===== config.mk =====
export PLATFORM = sky130hd
export DESIGN_NAME = pipelined_adder
export DESIGN_NICKNAME = d
export VERILOG_FILES = /design/src/rtl/pipelined_adder_pkg.sv /design/src/rtl/pipelined_adder_stage.sv /design/src/rtl/pipelined_adder.sv
export SDC_FILE = /design/constraint.sdc
export NUM_CORES = 1
export LEC_CHECK = 0
export CORE_MARGIN = 4
export CORE_UTILIZATION = 50
export DETAILED_ROUTE_END_ITERATION = 6
export PLACE_DENSITY = 0.79
export SLEW_MARGIN = 40
export SYNTH_ARGS = -nofsm -noshare
export SYNTH_HDL_FRONTEND = slang
export SYNTH_SLANG_ARGS = --single-unit

===== constraint.sdc =====
create_clock -name clk -period 4.4 [get_ports clk]
set_input_delay 0.66 -clock clk [delete_from_list [all_inputs] [get_ports clk]]
set_output_delay 0.66 -clock clk [all_outputs]
set_load 0.01 [all_outputs]

===== src/rtl/pipelined_adder_pkg.sv =====
// rtl/pipelined_adder_pkg.sv - flag bit positions shared by adder, ALU and flag logic
// Contents: FLAG_* indices into the 4-bit nzcv vector and the pack_nzcv() helper.
package pipelined_adder_pkg;

    localparam int FLAG_W = 4;
    localparam int FLAG_N = 3;
    localparam int FLAG_Z = 2;
    localparam int FLAG_C = 1;
    localparam int FLAG_V = 0;

    function automatic logic [FLAG_W-1:0] pack_nzcv(
        input logic n,
        input logic zf,
        input logic c,
        input logic v
    );
        logic [FLAG_W-1:0] f;
        f         = '0;
        f[FLAG_N] = n;
        f[FLAG_Z] = zf;
        f[FLAG_C] = c;
        f[FLAG_V] = v;
        return f;
    endfunction

endpackage


===== src/rtl/pipelined_adder_stage.sv =====
// rtl/pipelined_adder_stage.sv - one slice adder with carry register and valid/ready hold
// Ports:
//   clk, rst_n                 clock, asynchronous active-low reset
//   up_valid/up_ready          handshake with the previous stage (or block input)
//   up_a, up_b, up_z, up_carry operands (b already conditioned), partial result, carry into this slice
//   dn_valid/dn_ready          handshake with the next stage (or block output)
//   dn_a, dn_b, dn_z, dn_carry registered operands, partial result with this slice filled, carry out
module adder_pipe_stage #(
    parameter int WIDTH = 32,
    parameter int SLICE = 8,
    parameter int INDEX = 0
) (
    input  logic             clk,
    input  logic             rst_n,
    input  logic             up_valid,
    output logic             up_ready,
    input  logic [WIDTH-1:0] up_a,
    input  logic [WIDTH-1:0] up_b,
    input  logic [WIDTH-1:0] up_z,
    input  logic             up_carry,
    output logic             dn_valid,
    input  logic             dn_ready,
    output logic [WIDTH-1:0] dn_a,
    output logic [WIDTH-1:0] dn_b,
    output logic [WIDTH-1:0] dn_z,
    output logic             dn_carry
);

    localparam int LO = INDEX * SLICE;

    logic             valid_q;
    logic [WIDTH-1:0] a_q;
    logic [WIDTH-1:0] b_q;
    logic [WIDTH-1:0] z_q;
    logic             carry_q;
    logic [SLICE:0]   slice_sum;
    logic [WIDTH-1:0] z_next;
    logic             load;

    assign slice_sum = {1'b0, up_a[LO +: SLICE]} + {1'b0, up_b[LO +: SLICE]}
                     + {{SLICE{1'b0}}, up_carry};

    always_comb begin
        z_next                = up_z;
        z_next[LO +: SLICE]   = slice_sum[SLICE-1:0];
    end

    // Room for a new entry when empty, or when the current one leaves this cycle.
    assign up_ready = !valid_q || dn_ready;
    assign load     = up_ready && up_valid;

    always_ff @(posedge clk or negedge rst_n) begin
        if (!rst_n) begin
            valid_q <= 1'b0;
            a_q     <= '0;
            b_q     <= '0;
            z_q     <= '0;
            carry_q <= 1'b0;
        end else begin
            if (up_ready) begin
                valid_q <= up_valid;
            end
            // Data only moves on a real transfer so a stalled result stays put.
            if (load) begin
                a_q     <= up_a;
                b_q     <= up_b;
                z_q     <= z_next;
                carry_q <= slice_sum[SLICE];
            end
        end
    end

    assign dn_valid = valid_q;
    assign dn_a     = a_q;
    assign dn_b     = b_q;
    assign dn_z     = z_q;
    assign dn_carry = carry_q;

endmodule


===== src/rtl/pipelined_adder.sv =====
// rtl/pipelined_adder.sv - carry-staggered pipelined add/subtract with NZCV flags
// Ports:
//   clk, rst_n              clock, asynchronous active-low reset
//   in_valid/in_ready       operand handshake; a, b, cin, sub travel with it
//   out_valid/out_ready     result handshake; z and nzcv ({N,Z,C,V}) travel with it
module pipelined_adder
    import pipelined_adder_pkg::*;
#(
    parameter int WIDTH  = 32,
    parameter int STAGES = 4
) (
    input  logic              clk,
    input  logic              rst_n,
    input  logic              in_valid,
    output logic              in_ready,
    input  logic [WIDTH-1:0]  a,
    input  logic [WIDTH-1:0]  b,
    input  logic              cin,
    input  logic              sub,
    output logic              out_valid,
    input  logic              out_ready,
    output logic [WIDTH-1:0]  z,
    output logic [FLAG_W-1:0] nzcv
);

    localparam int SLICE = WIDTH / STAGES;

    // Element k feeds stage k; element STAGES is the output of the last stage.
    logic             v_chain [STAGES+1];
    logic             r_chain [STAGES+1];
    logic [WIDTH-1:0] a_chain [STAGES+1];
    logic [WIDTH-1:0] b_chain [STAGES+1];
    logic [WIDTH-1:0] z_chain [STAGES+1];
    logic             c_chain [STAGES+1];

    assign v_chain[0]      = in_valid;
    assign a_chain[0]      = a;
    assign b_chain[0]      = sub ? ~b : b;
    assign z_chain[0]      = '0;
    assign c_chain[0]      = cin;
    assign r_chain[STAGES] = out_ready;
    assign in_ready        = r_chain[0];

    for (genvar k = 0; k < STAGES; k++) begin : g_stage
        adder_pipe_stage #(
            .WIDTH (WIDTH),
            .SLICE (SLICE),
            .INDEX (k)
        ) u_stage (
            .clk      (clk),
            .rst_n    (rst_n),
            .up_valid (v_chain[k]),
            .up_ready (r_chain[k]),
            .up_a     (a_chain[k]),
            .up_b     (b_chain[k]),
            .up_z     (z_chain[k]),
            .up_carry (c_chain[k]),
            .dn_valid (v_chain[k+1]),
            .dn_ready (r_chain[k+1]),
            .dn_a     (a_chain[k+1]),
            .dn_b     (b_chain[k+1]),
            .dn_z     (z_chain[k+1]),
            .dn_carry (c_chain[k+1])
        );
    end

    logic msb_carry_in;
    logic carry_out;

    // The sum bit is a^b^carry-in, so the carry into the MSB falls out without a second adder.
    assign msb_carry_in = z_chain[STAGES][WIDTH-1] ^ a_chain[STAGES][WIDTH-1]
                        ^ b_chain[STAGES][WIDTH-1];
    assign carry_out    = c_chain[STAGES];

    assign out_valid = v_chain[STAGES];
    assign z         = z_chain[STAGES];
    // Gated by out_valid so an empty pipe (z=0) does not report Z=1.
    assign nzcv      = out_valid
                     ? pack_nzcv(z[WIDTH-1], (z == '0), carry_out, carry_out ^ msb_carry_in)
                     : '0;

endmodule

==> results of run 1 <==
## power by group through the flow
stage                     Clock [mW]  Sequential [mW]  Combinational [mW]
final                           1.63             2.77                2.23
after global routing            1.73             2.84                2.45
after CTS                       1.66             2.77                2.25
after detailed placement           0             2.80                2.22
after global placement             0             2.76                2.12
after floorplan                    0             2.69                1.45
## final cells by class
cell class	instances	area, sq um
Clock inverter	13	189
Sequential cell	186	4650
Inverter	10	37.5
Clock buffer	19	453
Tap cell	220	275
Multi-Input combinational cell	439	3740
Fill cell	1224	6250
Timing Repair Buffer	115	1160
## kinds of logic (layout without fill, tap and decap cells)
| group | after synthesis | after routing | share of synthesized area [%] |
|---|---|---|---|
| and+or+nand+nor | 108 | 108 | 5.98 |
| xor gates and xnor gates | 51 | 51 | 5.18 |
| adders and majority gates | 36 | 36 | 5.92 |
| muxes | 129 | 129 | 18.5 |
| AOI/OAI and AO/OA | 115 | 115 | 7.68 |
| buffers and inverters | 38 | 157 | 2.80 |
| DFF | 186 | 186 | 54.0 |
## synth_stat cells, types with 5 or more instances
master	number	area (sq um)
a211oi_1	8	60.1
a21oi_1	18	90.1
mux2_1	68	766
buf_2	12	60.1
and2_1	5	31.3
nand2_1	55	206
xor2_1	20	175
nor2_1	14	52.6
mux2_4	37	556
dfrtp_1	186	4650
o21ai_0	53	265
inv_1	10	37.5
ha_1	28	350
xnor2_1	31	272
fa_1	8	160
nand2b_1	11	68.8
nor4_1	6	37.5
buf_4	6	45.0
buf_6	8	90.1
o31ai_1	7	52.6
mux2_2	24	270
a21o_1	6	45.0
o21ai_1	9	45.0
## final timing paths
check / depth (start not counted) / start / to
hold reg to reg: 2 / g_stage[0].u_stage.dn_b[24] / g_stage[0].u_stage.dn_b[24]
setup reg to reg: 7 / g_stage[2].u_stage.dn_a[24] / g_stage[3].u_stage.dn_z[30]
max in group asynchronous: 3 / rst_n / g_stage[3].u_stage.dn_z[25]
min in group clk: 2 / g_stage[0].u_stage.dn_b[24] / g_stage[0].u_stage.dn_b[24]
hold / removal: 1 / rst_n / g_stage[0].u_stage.dn_a[28]
setup / recovery: 4 / g_stage[3].u_stage.dn_z[31] / nzcv[2]
## registers in the layout (all words and copies together) (netlist names)
name,count
g_stage.u_stage.dn_a,49
g_stage.u_stage.dn_b,49
g_stage.u_stage.dn_carry,4
g_stage.u_stage.dn_valid,4
g_stage.u_stage.dn_z,80
## stage by stage
stage               util [%]  instance area (sq um)  std cells
finish                  62.7                  10500       1002
global route            62.7                  10500       1002
CTS                     62.6                  10500       1001
detailed placement      58.7                   9840        969
global placement        58.7                   9830        969
floorplan                  -                   8620        663
## routing by layer
layer  GRT usage (%)  wire length, microns  vias up
li1                -                     -     2539
met1            22.8                  7300     2644
met2            32.6                  8900      124
met3            4.56                   719       31
met4            6.28                   389        2
met5               0                    12        -
==> reports/qor.csv, run 1 <==
metric,value,unit
Flop pwr share,41.7,%
Initial Util,51.4,%
router iterations before antenna repair,4,
highest-delay cell along the critical path,clkdlybuf4s50_1,
clk_skew,16.3,ps
"Net count, final",875,
Clock Power Share,24.6,%
1st-iter DRT viols,257,
CP Cell Sequence,nor4_1 > nand4_1 > nor3_1 > clkdlybuf4s50_1,
Diodes inserted,0,
Max transition margin,55.0,%
Slew Limit Fails,0,
# IOs,108,
Setup crit end kind,output pin,
"EDFF count, synth",0,
worst hold path class,in -> async,
Top delay family on crit path,simple AND/OR/NAND/NOR gates,
core area,16800,sq um
PwrDens,630,nW/um^2
RePlAce Congestion,0.887,
Via-to-Cell Ratio,5.33,
"Clk Latency, worst-skew pair",430,ps
Total Neg Setup Slack,0,ps
minimum hold slack,127,ps
chip height,139,microns
layout overhead on the synthesized area,21.9,%
largest net degree at the start of global routing,110,
switching portion of total power,31.1,%
WL final,17300,microns
"Avg Cell Area, Syn",13.0,sq um
Die X,139,microns
vias in the first global route,5764,
DR WL/cell,17.3,microns
count of cell types in the netlist,42,
H-tree depth,4,
status,"finished, final reports clean",
row count,47,
"Hold Violations, Final",0,
"slowest stage delay, CP",620,ps
Cell Int Power,4.57,mW
Setup-failing EPs final,0,
Static Leak,4.63,nW
post-layout minimum cycle time,3190,ps
Final HPWL DP,12700,microns
ys async rst share,100,%
Max Freq,314,MHz
Resized Gates After CTS,0,
Main synth FF type,dfrtp_1,
CP Class,reg -> out,
pre-CTS WS,1480,ps
post-CTS setup buffer count,0,
Final WS setup,1210,ps
r2r setup slk,1980,ps
CP bufs+invs,1,
CTS Root Cell,clkbuf_16,
clk sinks,186,
DRT antenna net count,0,
clock-pin transition on the worst setup and hold timing paths,60,ps
maximum VDD drop,0.432,mV
CTS max path bufs,2,
Worst EP required,3740,ps
initial antenna violation count,1,
count of input and output buffers,107,
Psw,2.06,mW
Worst Max-Slew Pin Slew,674,ps
Tcrit/Tclk final,72.4,%
layout cells sized above 1,14.6,%
number of remaining DRC errors,0,
CTS tree,yes,
hold buffers post-CTS,0,
logic gate share of total power,33.6,%
first-pass GRT wire length,29200,microns
final global-route overflow total,0,
post-synthesis instance area,8620,sq um
largest fanout on the critical path,5,
MaxCap Viol Count,0,
critical path launch point type,register,
data arrival time of the critical path,2530,ps
GRT Resource Usage Total,18.7,%
most frequent cells in the layout,"dfrtp_1 (186), clkdlybuf4s50_1 (105), mux2_1 (68)",
"commonest non-fill, non-tap cell in the layout",dfrtp_1,
Mapped Cells,663,
Seq cells post-synth,186,
Vias,5340,
RSZ-0062 raised after global routing,no,
register area share after synthesis,54.0,%
total CTS buffers,17,
Design Power,6.62,mW
die area,19400,sq um
Yosys warning count,0,
Post-Syn Nets,769,
No activity file was read; power rests on OpenSTA's default activity.
==> inputs of run 2 (changes only) <==
--- a/config.mk
+++ b/config.mk
@@ -8,7 +8,7 @@
 export CORE_MARGIN = 4
 export CORE_UTILIZATION = 50
 export DETAILED_ROUTE_END_ITERATION = 6
-export PLACE_DENSITY = 0.79
+export PLACE_DENSITY = 0.82
 export SLEW_MARGIN = 40
 export SYNTH_ARGS = -nofsm -noshare
 export SYNTH_HDL_FRONTEND = slang
==> constraint.sdc (replaced) <==
create_clock -name clk -period 2.6 [get_ports clk]
set_input_delay 0.39 -clock clk [delete_from_list [all_inputs] [get_ports clk]]
set_output_delay 0.39 -clock clk [all_outputs]
set_load 0.01 [all_outputs]
==> reports/qor.csv, run 2 (same netlist as run 1, synthesis figures left out) <==
metric,value,unit
clk_skew,7.57,ps
pre-CTS WS,-40.2,ps
first-pass GRT wire length,29800,microns
router iterations before antenna repair,5,
capture point of the worst reg-to-reg path,g_stage[1].u_stage.dn_z[14],
Static Leak,4.67,nW
# IOs,108,
Design Power,11.2,mW
Hold Startpoint,g_stage[0].u_stage.dn_b[18],
chip height,139,microns
Crit path depth,7,
Most common cell on crit path,fa_1,
count of input and output buffers,107,
Tcrit/Tclk final,92.7,%
highest-delay cell along the critical path,fa_1,
maximum VDD drop,0.594,mV
"slowest stage delay, CP",490,ps
Final WS setup,190,ps
r2r setup slk,190,ps
vias in the first global route,5890,
RSZ-0062 raised after global routing,no,
Initial Util,51.4,%
core area,16800,sq um
worst hold path class,reg -> reg,
DRT antenna net count,0,
final cell count without fillers,1011,
initial antenna violation count,0,
Worst setup startpoint,g_stage[0].u_stage.dn_a[8],
number of remaining DRC errors,0,
CP Cell Sequence,fa_1 > fa_1 > a21o_1 > a31oi_1 > nand2b_1 > a211oi_1 > o31ai_1,
data arrival time of the critical path,2720,ps
Setup-failing EPs final,0,
CTS Root Cell,clkbuf_16,
minimum hold slack,481,ps
Via-to-Cell Ratio,5.27,
Worst EP required,2910,ps
layout overhead on the synthesized area,23.0,%
"Hold Violations, Final",0,
GRT Resource Usage Total,19.0,%
Die X,139,microns
PwrDens,1060,nW/um^2
CTS max path bufs,2,
"Net count, final",884,
Vias,5331,
CP Class,reg -> reg,
DR WL/cell,17.5,microns
"commonest non-fill, non-tap cell in the layout",dfrtp_1,
row count,47,
post-layout minimum cycle time,2410,ps
placed insts,978,
status,"finished, final reports clean",
worst reg2reg path startpoint,g_stage[0].u_stage.dn_a[8],
CP endpoint,g_stage[1].u_stage.dn_z[14],
Max transition margin,59.7,%
layout cells sized above 1,15.9,%
MaxCap Viol Count,0,
critical path launch point type,register,
die area,19400,sq um
Placed Area,9960,sq um
1st-iter DRT viols,217,
largest fanout on the critical path,3,
Diodes inserted,0,
largest net degree at the start of global routing,67,
clock-pin transition on the worst setup and hold timing paths,70,ps
total CTS buffers,17,
Setup crit end kind,register,
clk sinks,186,
RePlAce Congestion,0.872,
max reg flops,80,
Max Freq,415,MHz
Worst R2R Path Depth,7,
H-tree depth,4,
final global-route overflow total,0,
CTS tree,yes,
Slew Limit Fails,0,
"Clk Latency, worst-skew pair",430,ps
most frequent cells in the layout,"dfrtp_1 (186), clkdlybuf4s50_1 (104), mux2_1 (68)",
Top delay family on crit path,adder cells,
Final HPWL DP,13100,microns
CP bufs+invs,0,
WL final,17700,microns
final instance area,10600,sq um
Worst Max-Slew Pin Slew,604,ps
==> run 2: final cells by class <==
cell class                 instances  area, sq um
fill                            1229         6150
clock buffer                      17          425
sequential                       186         4650
inverter                          10         37.5
timing repair buffer             124         1270
multi-input combinational        439         3750
clock inverter                    15          189
tap                              220          275
==> run 2: worst min-delay path by stage <==
| stage | cells after the start | slack, ps | to |
|---|---|---|---|
| after floorplan | 0 | 90 | g_stage[0].u_stage.dn_a[10] |
| after global placement | 1 | 410 | g_stage[0].u_stage.dn_a[20] |
| after global routing | 1 | 500 | g_stage[0].u_stage.dn_a[24] |
| after CTS | 2 | 480 | g_stage[0].u_stage.dn_b[24] |
| after detailed placement | 1 | 430 | g_stage[0].u_stage.dn_a[20] |
| final | 2 | 480 | g_stage[0].u_stage.dn_b[18] |
==> run 2: what timing repair did <==
item	CTS	global route
endpoints found under the setup margin	1	0
endpoints found under the hold margin	63	0
resized for setup	5	0
hold buffers	1	0
setup buffers	0	0
==> run 2: routing by layer <==
metal / track usage [%] / part of all wire (%) / up-vias
met5: 0 / 0 / -
met4: 6.08 / 1.8 / 0
met3: 4.19 / 4.8 / 26
met2: 33.9 / 52 / 116
met1: 23.0 / 42 / 2631
li1: - / - / 2558
==> run 2: tightest hold or removal path, stage by stage, from the launching register on <==
cell     delay, ps
dfrtp_1        340
nand2_1         50
o21ai_1         60
==> run 2: metrics by stage <==
| step | setup TNS (ps) | utilization (%) |
|---|---|---|
| after global placement | 0 | 59.4 |
| final | 0 | 63.3 |
| after global routing | 0 | 63.3 |
| after floorplan | 0 | - |
| after detailed placement | -40.2 | 59.4 |
| after CTS | 0 | 63.3 |
==> run 2: report_power, final <==
group / leakage (nW) / switching (mW) / internal [mW]
clock network: 0.294 / 1.14 / 1.53
logic: 2.15 / 1.66 / 2.20
registers: 2.22 / 0.773 / 3.91
==> inputs of run 3 (changes only) <==
--- a/config.mk
+++ b/config.mk
@@ -5,6 +5,7 @@
 export SDC_FILE = /design/constraint.sdc
 export NUM_CORES = 1
 export LEC_CHECK = 0
+export CORE_ASPECT_RATIO = 1.1
 export CORE_MARGIN = 4
 export CORE_UTILIZATION = 50
 export DETAILED_ROUTE_END_ITERATION = 6
==> reports/qor.csv, run 3 (same netlist as run 1, synthesis figures left out) <==
metric,value,unit
initial antenna violation count,0,
number of remaining DRC errors,0,
"slowest stage delay, CP",410,ps
Max transition margin,56.8,%
data arrival time of the critical path,2000,ps
maximum VDD drop,0.586,mV
layout overhead on the synthesized area,23.3,%
Final WS setup,210,ps
CP Cell Sequence,nor4_2 > buf_4 > nand4_1 > nor3_2 > dlygate4sd2_1,
Worst R2R Path Depth,7,
RePlAce Congestion,0.819,
Setup-failing EPs final,0,
die area,19400,sq um
worst reg2reg path startpoint,g_stage[2].u_stage.dn_a[24],
"Net count, final",885,
final cell count without fillers,1026,
layout cells sized above 1,15.8,%
Setup crit end kind,output pin,
count of input and output buffers,107,
DR WL/cell,16.1,microns
post-layout minimum cycle time,2390,ps
Vias,5250,
Die X,133,microns
r2r setup slk,250,ps
clk sinks,186,
GRT Resource Usage Total,17.7,%
worst hold path class,reg -> reg,
H-tree depth,4,
PwrDens,1050,nW/um^2
worst hold path stage count,2,
"Hold Violations, Final",0,
CTS Root Cell,clkbuf_16,
# IOs,108,
Worst Max-Slew Pin Slew,648,ps
Final HPWL DP,12000,microns
Worst EP required,2210,ps
final global-route overflow total,0,
CP Class,reg -> out,
vias in the first global route,5368,
"Clk Latency, worst-skew pair",430,ps
Total Neg Setup Slack,0,ps
Max Freq,418,MHz
Via-to-Cell Ratio,5.12,
critical path launch point type,register,
Tcrit/Tclk final,91.9,%
clk_skew,9.35,ps
Diodes inserted,0,
RSZ-0062 raised after global routing,no,
largest net degree at the start of global routing,69,
placed insts,993,
MaxCap Viol Count,0,
capture point of the worst reg-to-reg path,g_stage[3].u_stage.dn_z[30],
CTS tree,yes,
Slew Limit Fails,0,
chip height,146,microns
max reg flops,80,
WL final,16500,microns
DRT antenna net count,0,
Hold Startpoint,g_stage[0].u_stage.dn_b[23],
"commonest non-fill, non-tap cell in the layout",dfrtp_1,
CTS max path bufs,2,
core area,17000,sq um
minimum hold slack,479,ps
Static Leak,4.68,nW
largest fanout on the critical path,3,
clock-pin transition on the worst setup and hold timing paths,70,ps
Design Power,11.2,mW
Worst Hold End,g_stage[0].u_stage.dn_b[23],
first-pass GRT wire length,27600,microns
status,"finished, final reports clean",
most frequent cells in the layout,"dfrtp_1 (186), clkdlybuf4s50_1 (104), mux2_1 (68)",
1st-iter DRT viols,218,
total CTS buffers,17,
Initial Util,50.9,%
row count,50,
router iterations before antenna repair,4,
pre-CTS WS,50.7,ps
highest-delay cell along the critical path,dfrtp_1,
## run 3: cell types whose count changed in the layout (fill, tap and decap cells not counted), moves of 2 or more
cell,change
inv_6,+2
inv_8,-2
nor4_1,+2
nor4_2,-2
## run 3: per-layer routing
layer  global-route usage, %  part of all wire (%)  up-vias
li1                        -                     -     2557
met1                    23.8                    45     2567
met2                    29.0                    49      102
met3                    3.73                   4.0       24
met4                    5.92                   1.9        0
met5                       0                     0        -
## run 3: per-stage QoR
stage	util [%]	area, sq um
global placement	58.9	9990
detailed placement	58.9	9990
global route	62.7	10600
floorplan	-	8620
finish	62.7	10600
CTS	62.7	10600
## run 3: area by class of cell
class                      instances  area (sq um)
clock inverter                    14           186
fill                            1283          6320
multi-input combinational        439          3740
sequential                       186          4650
clock buffer                      18           439
tap                              234           293
inverter                          10          37.5
timing repair buffer             125          1280
## run 3: worst max-delay path, delay by kind of cell (launching register included)
| kind | cells | cell delay, ps |
|---|---|---|
| buf+inv | 2 | 460 |
| flops | 1 | 410 |
| simple gates | 3 | 700 |
## run 3: how the worst max path moves through the flow
stage                     slack, ps                   startpoint  cells after the start                          to
final                           210  g_stage[3].u_stage.dn_z[29]                      5                     nzcv[2]
after global routing            130  g_stage[3].u_stage.dn_z[29]                      5                     nzcv[2]
after global placement           70                         b[0]                     10  g_stage[0].u_stage.dn_z[6]
after CTS                       150  g_stage[3].u_stage.dn_z[29]                      5                     nzcv[2]
after floorplan                 100                          sub                     11  g_stage[0].u_stage.dn_z[6]
after detailed placement         50                         b[0]                     10  g_stage[0].u_stage.dn_z[6]
## run 3: what timing repair did
| action | CTS | global route |
|---|---|---|
| setup endpoints to repair | 1 | 0 |
| gates resized for setup | 3 | 0 |
| hold buffers | 1 | 0 |
| endpoints found under the hold margin | 55 | 0 |
| buffers inserted | 0 | 0 |
## run 3: where the power goes
group | leakage [nW] | switching, mW | internal, mW
combinational | 2.16 | 1.63 | 2.20
sequential | 2.22 | 0.715 | 3.91
clock | 0.297 | 1.16 | 1.56
total | 4.68 | 3.50 | 7.67
